File: src/rtl/mux21_pkg.sv
// mux21_pkg: shared encodings for the 2:1 round-robin arbiter family.
// Holds the output-register state encoding, the select encoding and the
// reset value of the round-robin pointer.
package mux21_pkg;

    typedef enum logic {
        ST_EMPTY = 1'b0,
        ST_FULL  = 1'b1
    } state_e;

    localparam logic SEL_I0   = 1'b0;
    localparam logic SEL_I1   = 1'b1;

    // Pointer reset to "i1 went last" so that i0 wins the first contention.
    localparam logic LAST_RST = 1'b1;

endpackage

File: src/rtl/mux21_rr_sel.sv
// mux21_rr_sel: combinational round-robin select for two requesters.
// On contention the input that did not win last time is chosen; with no
// requester the select parks on the previous winner.
module mux21_rr_sel
    import mux21_pkg::*;
(
    input  logic v0,
    input  logic v1,
    input  logic last,
    output logic s
);

    // Select the requester based on the valid pair and the last winner.
    always_comb begin
        s = last;
        case ({v1, v0})
            2'b11:   s = ~last;
            2'b01:   s = SEL_I0;
            2'b10:   s = SEL_I1;
            default: s = last;
        endcase
    end

endmodule

File: src/rtl/mux21_arb.sv
// mux21_arb: round-robin merge of two valid/ready streams into a single
// registered output stream, exporting the internally generated mux select.
// Optional feature: define MUX21_ARB_CNT_EN to add saturating per-input
// accept counters (cnt0, cnt1) with a synchronous clear (cnt_clr).
module mux21_arb
    import mux21_pkg::*;
#(
    parameter int W     = 8,
    parameter int CNT_W = 16
) (
    input  logic             clk,
    input  logic             rst_n,
    input  logic             i0_valid,
    input  logic [W-1:0]     i0_data,
    output logic             i0_ready,
    input  logic             i1_valid,
    input  logic [W-1:0]     i1_data,
    output logic             i1_ready,
    output logic             y_valid,
    output logic [W-1:0]     y_data,
    output logic             y_src,
    input  logic             y_ready,
    output logic             s
`ifdef MUX21_ARB_CNT_EN
    ,
    input  logic             cnt_clr,
    output logic [CNT_W-1:0] cnt0,
    output logic [CNT_W-1:0] cnt1
`endif
);

    state_e         state_q, state_d;
    logic           last_q, last_d;
    logic [W-1:0]   y_data_q, y_data_d;
    logic           y_src_q, y_src_d;
    logic           can_load;
    logic           accept;
    logic [W-1:0]   mux_data;

    if (CNT_W < 1) begin : g_cnt_w_check
        $error("CNT_W must be at least 1");
    end

    mux21_rr_sel u_sel (
        .v0   (i0_valid),
        .v1   (i1_valid),
        .last (last_q),
        .s    (s)
    );

    // The register can take a word when empty or when it drains this cycle.
    assign can_load = (state_q == ST_EMPTY) | y_ready;
    assign i0_ready = can_load & (s == SEL_I0);
    assign i1_ready = can_load & (s == SEL_I1);
    assign accept   = (s == SEL_I1) ? (i1_valid & i1_ready) : (i0_valid & i0_ready);

    // Behavioural 2:1 data mux driven by the arbiter select.
    assign mux_data = (s == SEL_I1) ? i1_data : i0_data;

    // Next-state for the output register FSM, payload and round-robin pointer.
    always_comb begin
        state_d  = state_q;
        last_d   = last_q;
        y_data_d = y_data_q;
        y_src_d  = y_src_q;
        case (state_q)
            ST_EMPTY: if (accept) state_d = ST_FULL;
            ST_FULL:  if (y_ready && !accept) state_d = ST_EMPTY;
            default:  state_d = ST_EMPTY;
        endcase
        if (accept) begin
            y_data_d = mux_data;
            y_src_d  = s;
            last_d   = s;
        end
    end

    // State and payload registers; a reset drops any held word at once.
    always_ff @(posedge clk or negedge rst_n) begin
        if (!rst_n) begin
            state_q  <= ST_EMPTY;
            last_q   <= LAST_RST;
            y_data_q <= '0;
            y_src_q  <= 1'b0;
        end else begin
            state_q  <= state_d;
            last_q   <= last_d;
            y_data_q <= y_data_d;
            y_src_q  <= y_src_d;
        end
    end

    assign y_valid = (state_q == ST_FULL);
    assign y_data  = y_data_q;
    assign y_src   = y_src_q;

`ifdef MUX21_ARB_CNT_EN
    logic [CNT_W-1:0] cnt0_q, cnt0_d;
    logic [CNT_W-1:0] cnt1_q, cnt1_d;
    logic             acc0, acc1;

    assign acc0 = i0_valid & i0_ready;
    assign acc1 = i1_valid & i1_ready;

    // Saturating accept counters; clear takes priority over an increment.
    always_comb begin
        cnt0_d = cnt0_q;
        cnt1_d = cnt1_q;
        if (cnt_clr) begin
            cnt0_d = '0;
            cnt1_d = '0;
        end else begin
            if (acc0 && (cnt0_q != {CNT_W{1'b1}})) cnt0_d = cnt0_q + 1'b1;
            if (acc1 && (cnt1_q != {CNT_W{1'b1}})) cnt1_d = cnt1_q + 1'b1;
        end
    end

    // Counter registers.
    always_ff @(posedge clk or negedge rst_n) begin
        if (!rst_n) begin
            cnt0_q <= '0;
            cnt1_q <= '0;
        end else begin
            cnt0_q <= cnt0_d;
            cnt1_q <= cnt1_d;
        end
    end

    assign cnt0 = cnt0_q;
    assign cnt1 = cnt1_q;
`endif

endmodule

File: config.mk
export PLATFORM = sky130hd
export DESIGN_NAME = mux21_arb
export DESIGN_NICKNAME = d
export VERILOG_FILES = /design/src/rtl/mux21_pkg.sv /design/src/rtl/mux21_rr_sel.sv /design/src/rtl/mux21_arb.sv
export SDC_FILE = /design/constraint.sdc
export NUM_CORES = 1
export LEC_CHECK = 0
export ABC_AREA = 1
export CORE_ASPECT_RATIO = 1.2
export CORE_MARGIN = 2
export CORE_UTILIZATION = 37
export CTS_BUF_LIST = sky130_fd_sc_hd__clkbuf_16
export CTS_CLUSTER_SIZE = 25
export DETAILED_ROUTE_END_ITERATION = 10
export PLACE_DENSITY = 0.76
export SLEW_MARGIN = 40
export SYNTH_ARGS = -nofsm -noshare
export SYNTH_HDL_FRONTEND = slang
export SYNTH_SLANG_ARGS = --single-unit
File: constraint.sdc
create_clock -name clk -period 1.1 [get_ports clk]
set_input_delay 0.11 -clock clk [delete_from_list [all_inputs] [get_ports clk]]
set_output_delay 0.11 -clock clk [all_outputs]
set_load 0.01 [all_outputs]
After elaboration in Yosys (flattened, before gate mapping)
Cells that the tools add are included.
{"block": "word_totals", "in_bits": 21, "elab_cells": 23, "output_inout_bits": 13, "ff_bits": 11}
{"block": "op_classes", "n_mux": 6, "n_reduce_logical": 2, "n_bitwise": 8, "n_eq_ne": 3}
{"op": "$mux 8", "n": 1}
{"op": "$and 1x1->1", "n": 4}
{"op": "$eq 2x2->1 const B", "n": 2}
{"op": "$mux 1", "n": 3}
{"op": "$not 1->1", "n": 3}
{"op": "$pmux 1 s3", "n": 1}
{"op": "$eq 2x1->1 const B", "n": 1}
{"op": "$pmux 1 s2", "n": 1}
{"op": "$logic_and 1x1->1", "n": 1}
{"op": "$logic_not 1->1", "n": 1}
{"op": "$or 1x1->1", "n": 1}

Logic depth before layout (Yosys ltp)
Gate-level depths: netlist (run 1).
{"block": "logic_depth", "depth_word": 10, "ltp_mapped": 6, "depth_no_buf": 6}

Modules after synthesis
From an unflattened synthesis (run 1), not the netlist that was laid out.
{"block": "hier_totals", "hier_cells": 80, "hier_area_um2": 631.9}
{"module": "mux21_arb", "cells_each": 75, "n_inst": 1, "seq_area_each_um2": 276.5, "area_per_inst_um2": 613.1}
{"module": "mux21_rr_sel", "cells_each": 5, "n_inst": 1, "seq_area_each_um2": 0.0, "area_per_inst_um2": 18.8}

Least setup slack after synthesis (run 1)
OpenSTA, ideal clock, no wires.
{"block": "synth_timing", "kind": "flip-flop to output port", "startpoint": "register last_q", "endpoint": "output port i0_ready", "path_buffers": 0, "arrival_time_ns": 0.973, "required_time_ns": 0.990, "path_slack_ns": 0.017, "path_stages_with_launch": 5, "cell_sequence": "dfstp_2 -> inv_2 -> nand2_2 -> nand2_4 -> nor2_1"}
{"block": "synth_via", "elab_chain_len": 4}
{"element": "start: declaration", "line": "mux21_arb.sv:33", "text": "logic last_q, last_d;"}
{"element": "start signal: assignment", "line": "mux21_arb.sv:87", "text": "last_q <= last_d;"}
{"element": "$not 1->1", "line": "mux21_rr_sel.sv:17", "text": "2'b11: s = ~last;"}
{"element": "$pmux 1 s3 (*)", "line": "mux21_rr_sel.sv:16", "text": "case ({v1, v0})"}
{"element": "via s", "line": "mux21_arb.sv:23", "text": "output logic s"}
{"element": "$not 1->1 (*)", "line": "mux21_arb.sv:53", "text": "assign i0_ready = can_load & (s == SEL_I0);"}
{"element": "$and 1x1->1 (*)", "line": "mux21_arb.sv:53"}
{"element": "end: declaration", "line": "mux21_arb.sv:15", "text": "output logic i0_ready,"}
Mark *: on every way through the listed nets, which the timed path passes. The rest lies on a longest branch.

Worst setup path after layout (run 1)
{"block": "layout_timing", "startpoint": "register last_q", "endpoint": "output port i0_ready"}
{"block": "layout_via", "elab_chain_len": 4}
{"element": "$not 1->1", "line": "mux21_rr_sel.sv:17"}
{"element": "$pmux 1 s3 (*)", "line": "mux21_rr_sel.sv:16"}
{"element": "$not 1->1 (*)", "line": "mux21_arb.sv:53"}
{"element": "$and 1x1->1 (*)", "line": "mux21_arb.sv:53"}
Mark *: on every way between the ends. The rest lies on a longest branch, timed or not.

==> results.md, run 1 <==
* Status: finished, violations left
* Failing checks: setup timing
* Die area at 2070 um2
* Worst r2r dst: y_data[2]
* First-pass GRT wire length at about 3300 um
* Register area share after synthesis at 0.433
* CP dominant cell by count: nand2_4
* Num ports at 34
* YS warnings at 0
* Site Rows at 16
* CP Max Fanout at 3
* Startpoint Class: register
* Fraction of layout cells with a size suffix above 1 at 0.244
* Synthesized Nets at ~100
* CP Capture Type: primary output
* Number of buffers added on ports at 33
* Final wirelength at around 2200 um
* Fmax at 766 MHz
* CTS root buffer: clkbuf_16
* Slew Limit Fails at 0
* Filler Cells Inserted at around 130
* Total clock sinks at 11
* Via-to-Cell Ratio at between 5 and 6
* Critical path's top delay family: flip-flops
* Critical path's largest stage delay at ~0.56 ns
* Critical Path Slowest Stage Cell: dfstp_2
* Die width at roughly 42 um
* Mapped Cells at 80
* Worst Hold Class: input pin to async pin
* Fin crit period at 1.31 ns
* Starting Density at 0.394
* Switch share at 0.289
* Clock latency at the later pin of the worst-skew pair at approximately 0.24 ns
* Setup TNS Final at -1.24 ns
* Reg power frac at 0.303
* Final core utilization at 0.725
* Gr usage total at 0.210
* Reg2reg start: last_q
* RSZ-0062 raised after global routing: true
* Worst path bufs/invs at 2
* Cell internal pwr at 1.22 mW
* Most frequent cells in the layout: nand2_1 (19), clkdlybuf4s50_1 (19), nand3_1 (14)
* Worst Path Required at 0.99 ns
* # hold bufs at CTS at 0
* Worst Clk Skew at approximately 0.0023 ns
* CTS Buf Count at 3
* Worst vdd ir at 0.00108 V
* CTS clk-pin slew, worst paths at ~0.040 ns
* Antenna Cells at 0
* Slew headroom at 0.770
* Avg Cell Area, Syn at around 8 um2
* H-Tree Depth at 1
* Post-route worst setup slack at -0.206 ns
* R2R cell count at 6
* Sw power at roughly 0.50 mW
* Drt initial violations at 16
* Hold_ws at 0.173 ns
* Post-Syn Area at approximately 640 um2
* Placer Congestion at 0.784
* Endpoints failing setup at 11
* Netlist cell types at 15
* Max cap viols at 0
* PwrDens at about 1500 nW/um2
* Die height at approximately 49 um
* Fin. Hold Viols at 0
* Register-to-register setup slack at -0.14 ns
* Largest net degree at the start of global routing at 12
* DRC at 0
* Clock Path Buffers at 2
* Final Net Count at 149
* Clk pwr share at 0.381
* GR Overflow Total at 0
* Pre-CTS WS at -0.415 ns
* Final period util at 1.19
* Comb pwr share at 0.316
* Critical path, cell by cell: inv_2 > nand2_4 > nand2_4 > nor2_1 > buf_2
* Slew @ Worst Pin at ~0.34 ns
* CTS tree: done
* Drt wl/cell at ~15 um
* Total iterations of the first detailed-routing run at 4
* Core Footprint at around 1600 um2
* Syn-to-layout area delta at 84.3%
* Synthesized flop and latch total at 11
* Worst path arrival time at 1.20 ns
* Via count at between 700 and 800
* Antenna viol nets, final at 0
* HPWL after DPL at between 1000 and 1500 um
* Vias in the first global route at a little over 700
* CP Class: register to primary output
* Initial antenna violation count at 0
* Leakage at slightly above 0.6 nW
## what timing repair did
action	in CTS	in global routing
setup endpoints to repair	22	13
setup buffers	3	0
cloned	0	1
gates resized for setup	28	8
pin swaps	3	4
## area by class of cell
class | instances | area [um2] | share of cell area
Timing Repair Buffer | 42 | 393 | 0.334
Clock buffer | 3 | 75.1 | 0.0638
Inverter | 14 | 57.6 | 0.0489
Tap cell | 18 | 22.5 | 0.0191
Multi-Input combinational cell | 55 | 343 | 0.291
Timing Repair inverter | 1 | 5.00 | 0.00426
Clock inverter | 1 | 3.75 | 0.00319
Sequential cell | 11 | 277 | 0.235
## worst max path at each step
stage	startpoint	to	slack (ns)	cells after the start
final	last_q	i0_ready	-0.21	5
after global routing	last_q	i0_ready	-0.26	5
after CTS	last_q	i0_ready	-0.18	5
after detailed placement	i0_valid	i0_ready	-0.42	6
after global placement	i0_valid	i0_ready	-0.40	6
after floorplan	last_q	i0_ready	0.02	4
## per-stage QoR
stage | cell area [um2] | power (mW) | instances
after floorplan | 638 | 0.749 | 80
after global placement | 1040 | 1.06 | 138
after detailed placement | 1040 | 1.07 | 138
after CTS | 1150 | 1.71 | 145
after global routing | 1180 | 1.79 | 145
final | 1180 | 1.72 | 145
## sequential cells by signal (all words and copies together) (netlist names)
signal,cells
y_data,8
y_src,1
last_q,1
y_valid,1
## cells in the mapped netlist
master,count,area share
a21oi_1,1,0.0078
nor2_1,1,0.0059
nand3b_1,8,0.094
inv_1,12,0.071
dfrtp_1,10,0.39
nand2_4,1,0.018
nor2_8,1,0.031
nand2_2,3,0.029
inv_4,1,0.0098
o21ai_0,1,0.0078
nand2_1,20,0.12
dfstp_2,1,0.041
nor2_4,2,0.035
nand3_1,17,0.13
inv_2,1,0.0059
## cells by family (layout without fill, tap and decap cells)
group	count (synthesis)	after routing	synth area share
AOI/OAI and AO/OA	2	2	0.0157
DFF	11	11	0.433
and+or+nand+nor	53	53	0.465
buffers and inverters	14	61	0.0863
## metal layers
metal | part of all wire | wire, um | vias to the layer above | GRT usage
met5 | 0 | 0 | - | 0
met4 | 0.017 | 37 | 0 | 0.113
met3 | 0.059 | 127 | 4 | 0.0549
met2 | 0.54 | 1180 | 26 | 0.359
met1 | 0.38 | 830 | 366 | 0.234
li1 | - | - | 350 | -
## power by group through the flow
stage | Clock [mW] | Combinational (mW) | Sequential (mW)
final | 0.655 | 0.543 | 0.522
after global routing | 0.674 | 0.588 | 0.530
after CTS | 0.665 | 0.525 | 0.520
after detailed placement | 0 | 0.540 | 0.527
after floorplan | 0 | 0.196 | 0.553
after global placement | 0 | 0.531 | 0.525
Power figures use the tool's default switching activity.
==> run 2: changes to the inputs <==
--- a/config.mk
+++ b/config.mk
@@ -5,14 +5,15 @@
 export SDC_FILE = /design/constraint.sdc
 export NUM_CORES = 1
 export LEC_CHECK = 0
-export ABC_AREA = 1
+export ABC_AREA = 0
 export CORE_ASPECT_RATIO = 1.2
 export CORE_MARGIN = 2
-export CORE_UTILIZATION = 37
+export CORE_UTILIZATION = 36
 export CTS_BUF_LIST = sky130_fd_sc_hd__clkbuf_16
 export CTS_CLUSTER_SIZE = 25
 export DETAILED_ROUTE_END_ITERATION = 10
 export PLACE_DENSITY = 0.76
+export SKIP_LAST_GASP = 1
 export SLEW_MARGIN = 40
 export SYNTH_ARGS = -nofsm -noshare
 export SYNTH_HDL_FRONTEND = slang
==> run 2 against run 1 <==
- the run still ends with setup timing left
- final area is 9.4% lower
- critical endpoint unchanged
- register-to-register slack worse by 0.07 ns
- wire length is 16% lower
==> results.md, run 2 <==
* Synth area leaders: dfrtp_1 (41%), a21oi_2 (12%), a31oi_1 (10%) (was dfrtp_1 (39%), nand3_1 (13%), nand2_1 (12%))
* Comb pwr share at 0.312 (was 0.316)
* Netlist cell types at 15 (unchanged)
* PwrDens at 1640 nW/um2 (was 1460 nW/um2)
* Total iterations of the first detailed-routing run at 4 (unchanged)
* DRC at 0 (unchanged)
* Num ports at 34 (unchanged)
* Post-route worst setup slack at -0.251 ns (was -0.206 ns)
* Sw power at 0.499 mW (was 0.496 mW)
* Final period util at 1.23 (was 1.19)
* CP Capture Type: primary output (unchanged)
* Drt initial violations at 5 (was 16)
* Fin. Hold Viols at 0 (unchanged)
* Clock Path Buffers at 2 (unchanged)
* Total clock sinks at 11 (unchanged)
* Mapped Cells at 64 (was 80)
* Avg Cell Area, Syn at 9.42 um2 (was 7.98 um2)
* Leakage at 0.446 nW (was 0.614 nW)
* Via-to-Cell Ratio at 5.62 (was 5.14)
* Placer Congestion at 0.749 (was 0.784)
* Slew Limit Fails at 0 (unchanged)
* Max reg flops at 8 (unchanged)
* Final Net Count at 127 (was 149)
* Register-to-register setup slack at -0.21 ns (was -0.14 ns)
* Synthesized Nets at 85 (was 101)
* Most frequent cells in the layout: clkdlybuf4s50_1 (20), a31oi_1 (10), dfrtp_1 (10) (was nand2_1 (19), clkdlybuf4s50_1 (19), nand3_1 (14))
* Fin crit period at 1.35 ns (was 1.31 ns)
* Gr usage total at 0.215 (was 0.210)
* Via count at 691 (was 746)
* Hold_ws at 0.0781 ns (was 0.173 ns)
* Asr flop ratio synth at 1.00 (unchanged)
* Antenna viol nets, final at 0 (unchanged)
* Final wirelength at 1820 um (was 2170 um)
* Number of synthesized flops with an enable pin at 0 (unchanged)
* Grt met1 use at 0.226 (was 0.234)
* Worst Hold Class: input pin to async pin (unchanged)
* GR Overflow Total at 0 (unchanged)
* Clk pwr share at 0.374 (was 0.381)
* CTS tree: done (unchanged)
* Slew @ Worst Pin at 0.361 ns (was 0.344 ns)
* Synthesized flop and latch total at 11 (unchanged)
* Critical path, cell by cell: nand2b_4 > nand2_4 > nor2_2 > buf_2 (was inv_2 > nand2_4 > nand2_4 > nor2_1 > buf_2)
* Largest net degree at the start of global routing at 10 (was 12)
* Worst path arrival time at 1.24 ns (was 1.20 ns)
* Failing checks: setup timing (unchanged)
* Vias in the first global route at 696 (was 723)
* Clock latency at the later pin of the worst-skew pair at 0.24 ns (about the same)
* Slew headroom at 0.759 (was 0.770)
* Synth cell count leaders: a31oi_1 (10), dfrtp_1 (10), a21oi_2 (8), nand3_1 (8), o21ai_0 (8) (was nand2_1 (20), nand3_1 (17), inv_1 (12))
* Site Rows at 16 (unchanged)
* Area share of the largest cell type after synthesis at 0.415 (was 0.392)
* Die area at 2020 um2 (was 2070 um2)
* CP Class: register to primary output (unchanged)
* YS warnings at 0 (unchanged)
* Die width at 41.4 um (was 41.9 um)
* Syn-to-layout area delta at 76.8% (was 84.3%)
* Cell internal pwr at 1.25 mW (was 1.22 mW)
* Die height at 48.8 um (was 49.5 um)
* Post-Syn Area at 603 um2 (was 638 um2)
* Yosys top cell by area: dfrtp_1 (unchanged)
* PnR Total Power at 1.75 mW (was 1.72 mW)
* Worst Clk Skew at 0.00120 ns (was 0.00235 ns)
* Fmax at 740 MHz (was 766 MHz)
* Startpoint Class: register (unchanged)
* Main synth FF type: dfrtp_1 (unchanged)
* RSZ-0062 raised after global routing: true (unchanged)
* Drt wl/cell at 14.8 um (was 15.0 um)
* Register area share after synthesis at 0.459 (was 0.433)
* Reg2reg start: last_q (unchanged)
* Status: finished, violations left (unchanged)
* Leading cell type in the layout, fill and taps excluded: clkdlybuf4s50_1
* Critical path's largest stage delay at 0.59 ns (was 0.56 ns)
* Starting Density at 0.377 (was 0.394)
* Fraction of layout cells with a size suffix above 1 at 0.314 (was 0.244)
* CTS clk-pin slew, worst paths at 0.04 ns (about the same)
* Worst vdd ir at 0.000943 V (was 0.00108 V)
* Number of buffers added on ports at 33 (unchanged)
* R2R cell count at 4 (was 6)
* Worst Path Required at 0.99 ns (about the same)
* Met3 usage at 0.0411 (was 0.0549)
* HPWL after DPL at 1350 um (was 1360 um)
* Antenna Cells at 0 (unchanged)
* Postcts setup bufs at 0 (was 3)
* GRT met2 Usage at 0.385 (was 0.359)
* First-pass GRT wire length at 2970 um (was 3260 um)
* CTS Buf Count at 3 (unchanged)
* Endpoints failing setup at 12 (was 11)
* H-Tree Depth at 1 (unchanged)
* Core Footprint at 1600 um2 (was 1620 um2)
* CTS root buffer: clkbuf_16 (unchanged)
* Worst r2r dst: y_data[3] (was y_data[2])
* CP Max Fanout at 6 (was 3)
* Initial antenna violation count at 0 (unchanged)
* Most Crowded Layer GR: met2 (unchanged)
* Switch share at 0.285 (was 0.289)
* Critical Path Slowest Stage Cell: dfstp_2 (unchanged)
* Filler Cells Inserted at 142 (was 129)
* Max cap viols at 0 (unchanged)
* Reg power frac at 0.314 (was 0.303)
run 2: cell types whose count changed in the layout (fill, tap and decap cells not counted), moves of 3 or more:
cell      before  now
a31oi_1        0   10
inv_1         12    1
o21ai_1        0    8
nand3b_1       8    0
a21oi_2        0    9
nand3_2        3    0
nand2_1       19    1
nand3_1       14    8
run 2: through the flow:
step,cell area [um2],setup slack [ns],utilization,std cells,setup TNS [ns]
after floorplan,609,-0.0296,-,64,-0.248
after global placement,988,-0.422,0.617,119,-4.34
after detailed placement,988,-0.444,0.617,119,-4.57
after CTS,1070,-0.251,0.666,123,-1.87
after global routing,1070,-0.298,0.666,123,-2.65
final,1070,-0.251,0.666,123,-2.03
run 2: power by group through the flow:
stage / logic (mW) / clock network, mW / registers, mW
after floorplan: 0.239 / 0 / 0.584
after global placement: 0.578 / 0 / 0.550
after detailed placement: 0.586 / 0 / 0.554
after CTS: 0.544 / 0.661 / 0.551
after global routing: 0.594 / 0.674 / 0.560
final: 0.546 / 0.655 / 0.550
run 2: per-layer routing:
metal / vias up / wire length (um)
met5: - / 0
met4: 0 / 35
met3: 5 / 95
met2: 34 / 1050
met1: 333 / 636
li1: 319 / -
run 2: repair_timing:
action | CTS | global route
hold buffers | 0 | 0
gates cloned | 0 | 0
pin swaps | 1 | 2
setup endpoints to repair | 22 | 13
gates resized for setup | 29 | 2
run 2: how the worst max path moves through the flow:
stage | endpoint | start | cells after the start
3_5_place_dp | i1_ready | i0_valid | 4
3_3_place_gp | i0_ready | i0_valid | 5
4_1_cts | i0_ready | last_q | 4
5_1_grt | i0_ready | last_q | 4
2_1_floorplan | y_data[0] | last_q | 3
6_report | i0_ready | last_q | 4
run 2: final cells by class:
| class | instances | area (um2) | area share |
|---|---|---|---|
| repair buffers | 41 | 359 | 0.337 |
| clock inverters | 1 | 3.75 | 0.00352 |
| clock buffers | 3 | 75.1 | 0.0704 |
| flip-flops and latches | 11 | 277 | 0.259 |
| multi-input cells | 49 | 329 | 0.309 |
| well taps | 18 | 22.5 | 0.0211 |
run 2: cells by family (layout without fill, tap and decap cells):
family | Yosys count | count (layout) | synth area share
compound gates | 29 | 29 | 0.311
buf+inv | 4 | 45 | 0.0560
flops | 11 | 11 | 0.459
simple gates | 20 | 20 | 0.174
run 2: critical path, delay by kind of cell (launching register included):
kind | cells | cell delay (ns)
simple gates | 3 | 0.29
buf+inv | 1 | 0.13
flops | 1 | 0.59
==> run 3: changes to the inputs <==
--- a/config.mk
+++ b/config.mk
@@ -7,11 +7,11 @@
 export LEC_CHECK = 0
 export ABC_AREA = 0
 export CORE_ASPECT_RATIO = 1.2
-export CORE_MARGIN = 2
 export CORE_UTILIZATION = 36
 export CTS_BUF_LIST = sky130_fd_sc_hd__clkbuf_16
 export CTS_CLUSTER_SIZE = 25
 export DETAILED_ROUTE_END_ITERATION = 10
+export GPL_TIMING_DRIVEN = 0
 export PLACE_DENSITY = 0.76
 export SKIP_LAST_GASP = 1
 export SLEW_MARGIN = 40
==> run 3 against run 2 <==
- register-to-register slack better by 0.02 ns
- clock-buffer cell count is the same
- sequential share of layout area decreased by 1.5 points
- the flow still finishes with violations (setup timing)
- worst hold slack improved by 0.15 ns
- combinational power is 18% higher
==> results.md, run 3 (synthesis results as in run 2) <==
* CP Class: register to primary output (unchanged)
* Total iterations of the first detailed-routing run at 4 (unchanged)
* Most frequent cells in the layout: clkdlybuf4s50_1 (19), dlygate4sd2_1 (11), dfrtp_1 (10) (was clkdlybuf4s50_1 (20), a31oi_1 (10), dfrtp_1 (10))
* Antenna viol nets, final at 0 (unchanged)
* Fin crit period at 1.36 ns (was 1.35 ns)
* Final Net Count at 131 (was 127)
* Worst path arrival time at 1.25 ns (was 1.24 ns)
* Startpoint Class: register (unchanged)
* Failing checks: setup timing (unchanged)
* Final wirelength at 1840 um (was 1820 um)
* Leakage at 0.469 nW (was 0.446 nW)
* H-Tree Depth at 1 (unchanged)
* DRC at 0 (unchanged)
* CTS root buffer: clkbuf_16 (unchanged)
* Starting Density at 0.402 (was 0.377)
* GR Overflow Total at 0 (unchanged)
* Fin. Hold Viols at 0 (unchanged)
* Pre-CTS WS at -0.656 ns (was -0.444 ns)
* Leading cell type in the layout, fill and taps excluded: clkdlybuf4s50_1 (unchanged)
* Endpoints failing setup at 12 (unchanged)
* Fraction of layout cells with a size suffix above 1 at 0.358 (was 0.314)
* First-pass GRT wire length at 2810 um (was 2970 um)
* Worst vdd ir at 0.00104 V (was 0.000943 V)
* Fmax at 734 MHz (was 740 MHz)
* Total clock sinks at 11 (unchanged)
* Core Footprint at 1500 um2 (was 1600 um2)
* Num ports at 34 (unchanged)
* Via-to-Cell Ratio at 5.35 (was 5.62)
* Vias in the first global route at 645 (was 696)
* Gr usage total at 0.234 (was 0.215)
* Initial antenna violation count at 0 (unchanged)
* CP Capture Type: primary output (unchanged)
* Syn-to-layout area delta at 87.8% (was 76.8%)
* Worst Clk Skew at 0.000524 ns (was 0.00120 ns)
* Largest net degree at the start of global routing at 12 (was 10)
* Critical Path Slowest Stage Cell: dfstp_2 (unchanged)
* Via count at 674 (was 691)
* Site Rows at 15 (was 16)
* Die height at 46.8 um (was 48.8 um)
* Status: finished, violations left (unchanged)
* R2R cell count at 6 (was 4)
* Worst Hold Class: input pin to async pin (unchanged)
* Die area at 1840 um2 (was 2020 um2)
* CTS Buf Count at 3 (unchanged)
* CTS clk-pin slew, worst paths at 0.04 ns (about the same)
* Drt initial violations at 11 (was 5)
* CTS tree: done (unchanged)
* PnR Total Power at 1.85 mW (was 1.75 mW)
* Placer Congestion at 0.705 (was 0.749)
* Max reg flops at 8 (unchanged)
* Number of buffers added on ports at 33 (unchanged)
* CP Max Fanout at 3 (was 6)
* HPWL after DPL at 1150 um (was 1350 um)
* Die width at 39.4 um (was 41.4 um)
* Max cap viols at 0 (unchanged)
* Worst Path Required at 0.99 ns (about the same)
* # hold bufs at CTS at 0 (unchanged)
* Final period util at 1.24 (was 1.23)
* Slew headroom at 0.637 (was 0.759)
* Post-route worst setup slack at -0.262 ns (was -0.251 ns)
* RSZ-0062 raised after global routing: true (unchanged)
* Clock latency at the later pin of the worst-skew pair at 0.24 ns (about the same)
* Final core utilization at 0.754 (was 0.666)
* Drt wl/cell at 14.6 um (was 14.8 um)
* Critical path, cell by cell: nand2b_4 > buf_6 > nand2_4 > nor2_2 > buf_2 (was nand2b_4 > nand2_4 > nor2_2 > buf_2)
* Slew @ Worst Pin at 0.543 ns (was 0.361 ns)
* PwrDens at 1630 nW/um2 (was 1640 nW/um2)
* Clock Path Buffers at 2 (unchanged)
* Critical path's largest stage delay at 0.53 ns (was 0.59 ns)
* Slew Limit Fails at 0 (unchanged)
* Antenna Cells at 0 (unchanged)
==> run 3: cell count changes in the layout (fill, tap and decap cells not counted), moves of 2 or more <==
cell | previous run | this run
nand3_2 | 0 | 2
and2b_4 | 0 | 2
o21ai_1 | 8 | 6
dlygate4sd2_1 | 9 | 11
nand3_1 | 8 | 6
buf_6 | 0 | 5
and2b_2 | 2 | 0
o21ai_2 | 0 | 2
==> run 3: cell type report <==
type	count	area, um2
clock buffer	3	75.1
tap	17	21.3
clock inverter	1	3.75
fill	111	369
timing repair buffer	41	373
multi-input combinational	49	345
buffer	4	37.5
sequential	11	277
==> run 3: repair_timing <==
item | 4_1_cts | 5_1_grt
gates resized for setup | 28 | 11
pin swaps | 0 | 7
buffers inserted | 7 | 1
gates cloned | 0 | 0
endpoints found under the setup margin | 22 | 12
==> run 3: layer usage <==
metal / wire length, um / vias to the layer above / global-route usage
li1: - / 327 / -
met1: 733 / 325 / 0.269
met2: 1010 / 20 / 0.407
met3: 83 / 2 / 0.0427
met4: 17 / 0 / 0.124
met5: 0 / - / 0
==> run 3: power by group <==
group / switching (mW) / internal, mW
Combinational: 0.297 / 0.348
Sequential: 0.0495 / 0.491
Clock: 0.183 / 0.478
==> run 3: per-stage QoR <==
stage          instances  hold WS, ns  setup TNS, ns  cell area, um2
3_5_place_dp         114        0.490          -5.49             961
5_1_grt              126        0.273          -2.81            1130
6_report             126        0.229          -2.18            1130
3_3_place_gp         114        0.483          -5.39             961
4_1_cts              125        0.238          -2.56            1090
2_1_floorplan         64       -0.186         -0.248             609
==> run 3: critical path, delay by kind of cell (launching register included) <==
kind,cells,cell delay [ns]
buffers and inverters,2,0.25
DFF,1,0.53
and+or+nand+nor,3,0.24
==> run 3: path summary, 6_finish.rpt <==
check,start,to,slack (ns)
worst min-delay path,rst_n,y_src,0.23
worst max-delay path,last_q,i0_ready,-0.26
worst min register to register,y_data[0],y_data[0],0.54
min in group clk,i1_valid,last_q,0.40
max in group asynchronous,rst_n,last_q,0.50
worst max register to register,last_q,y_data[3],-0.19
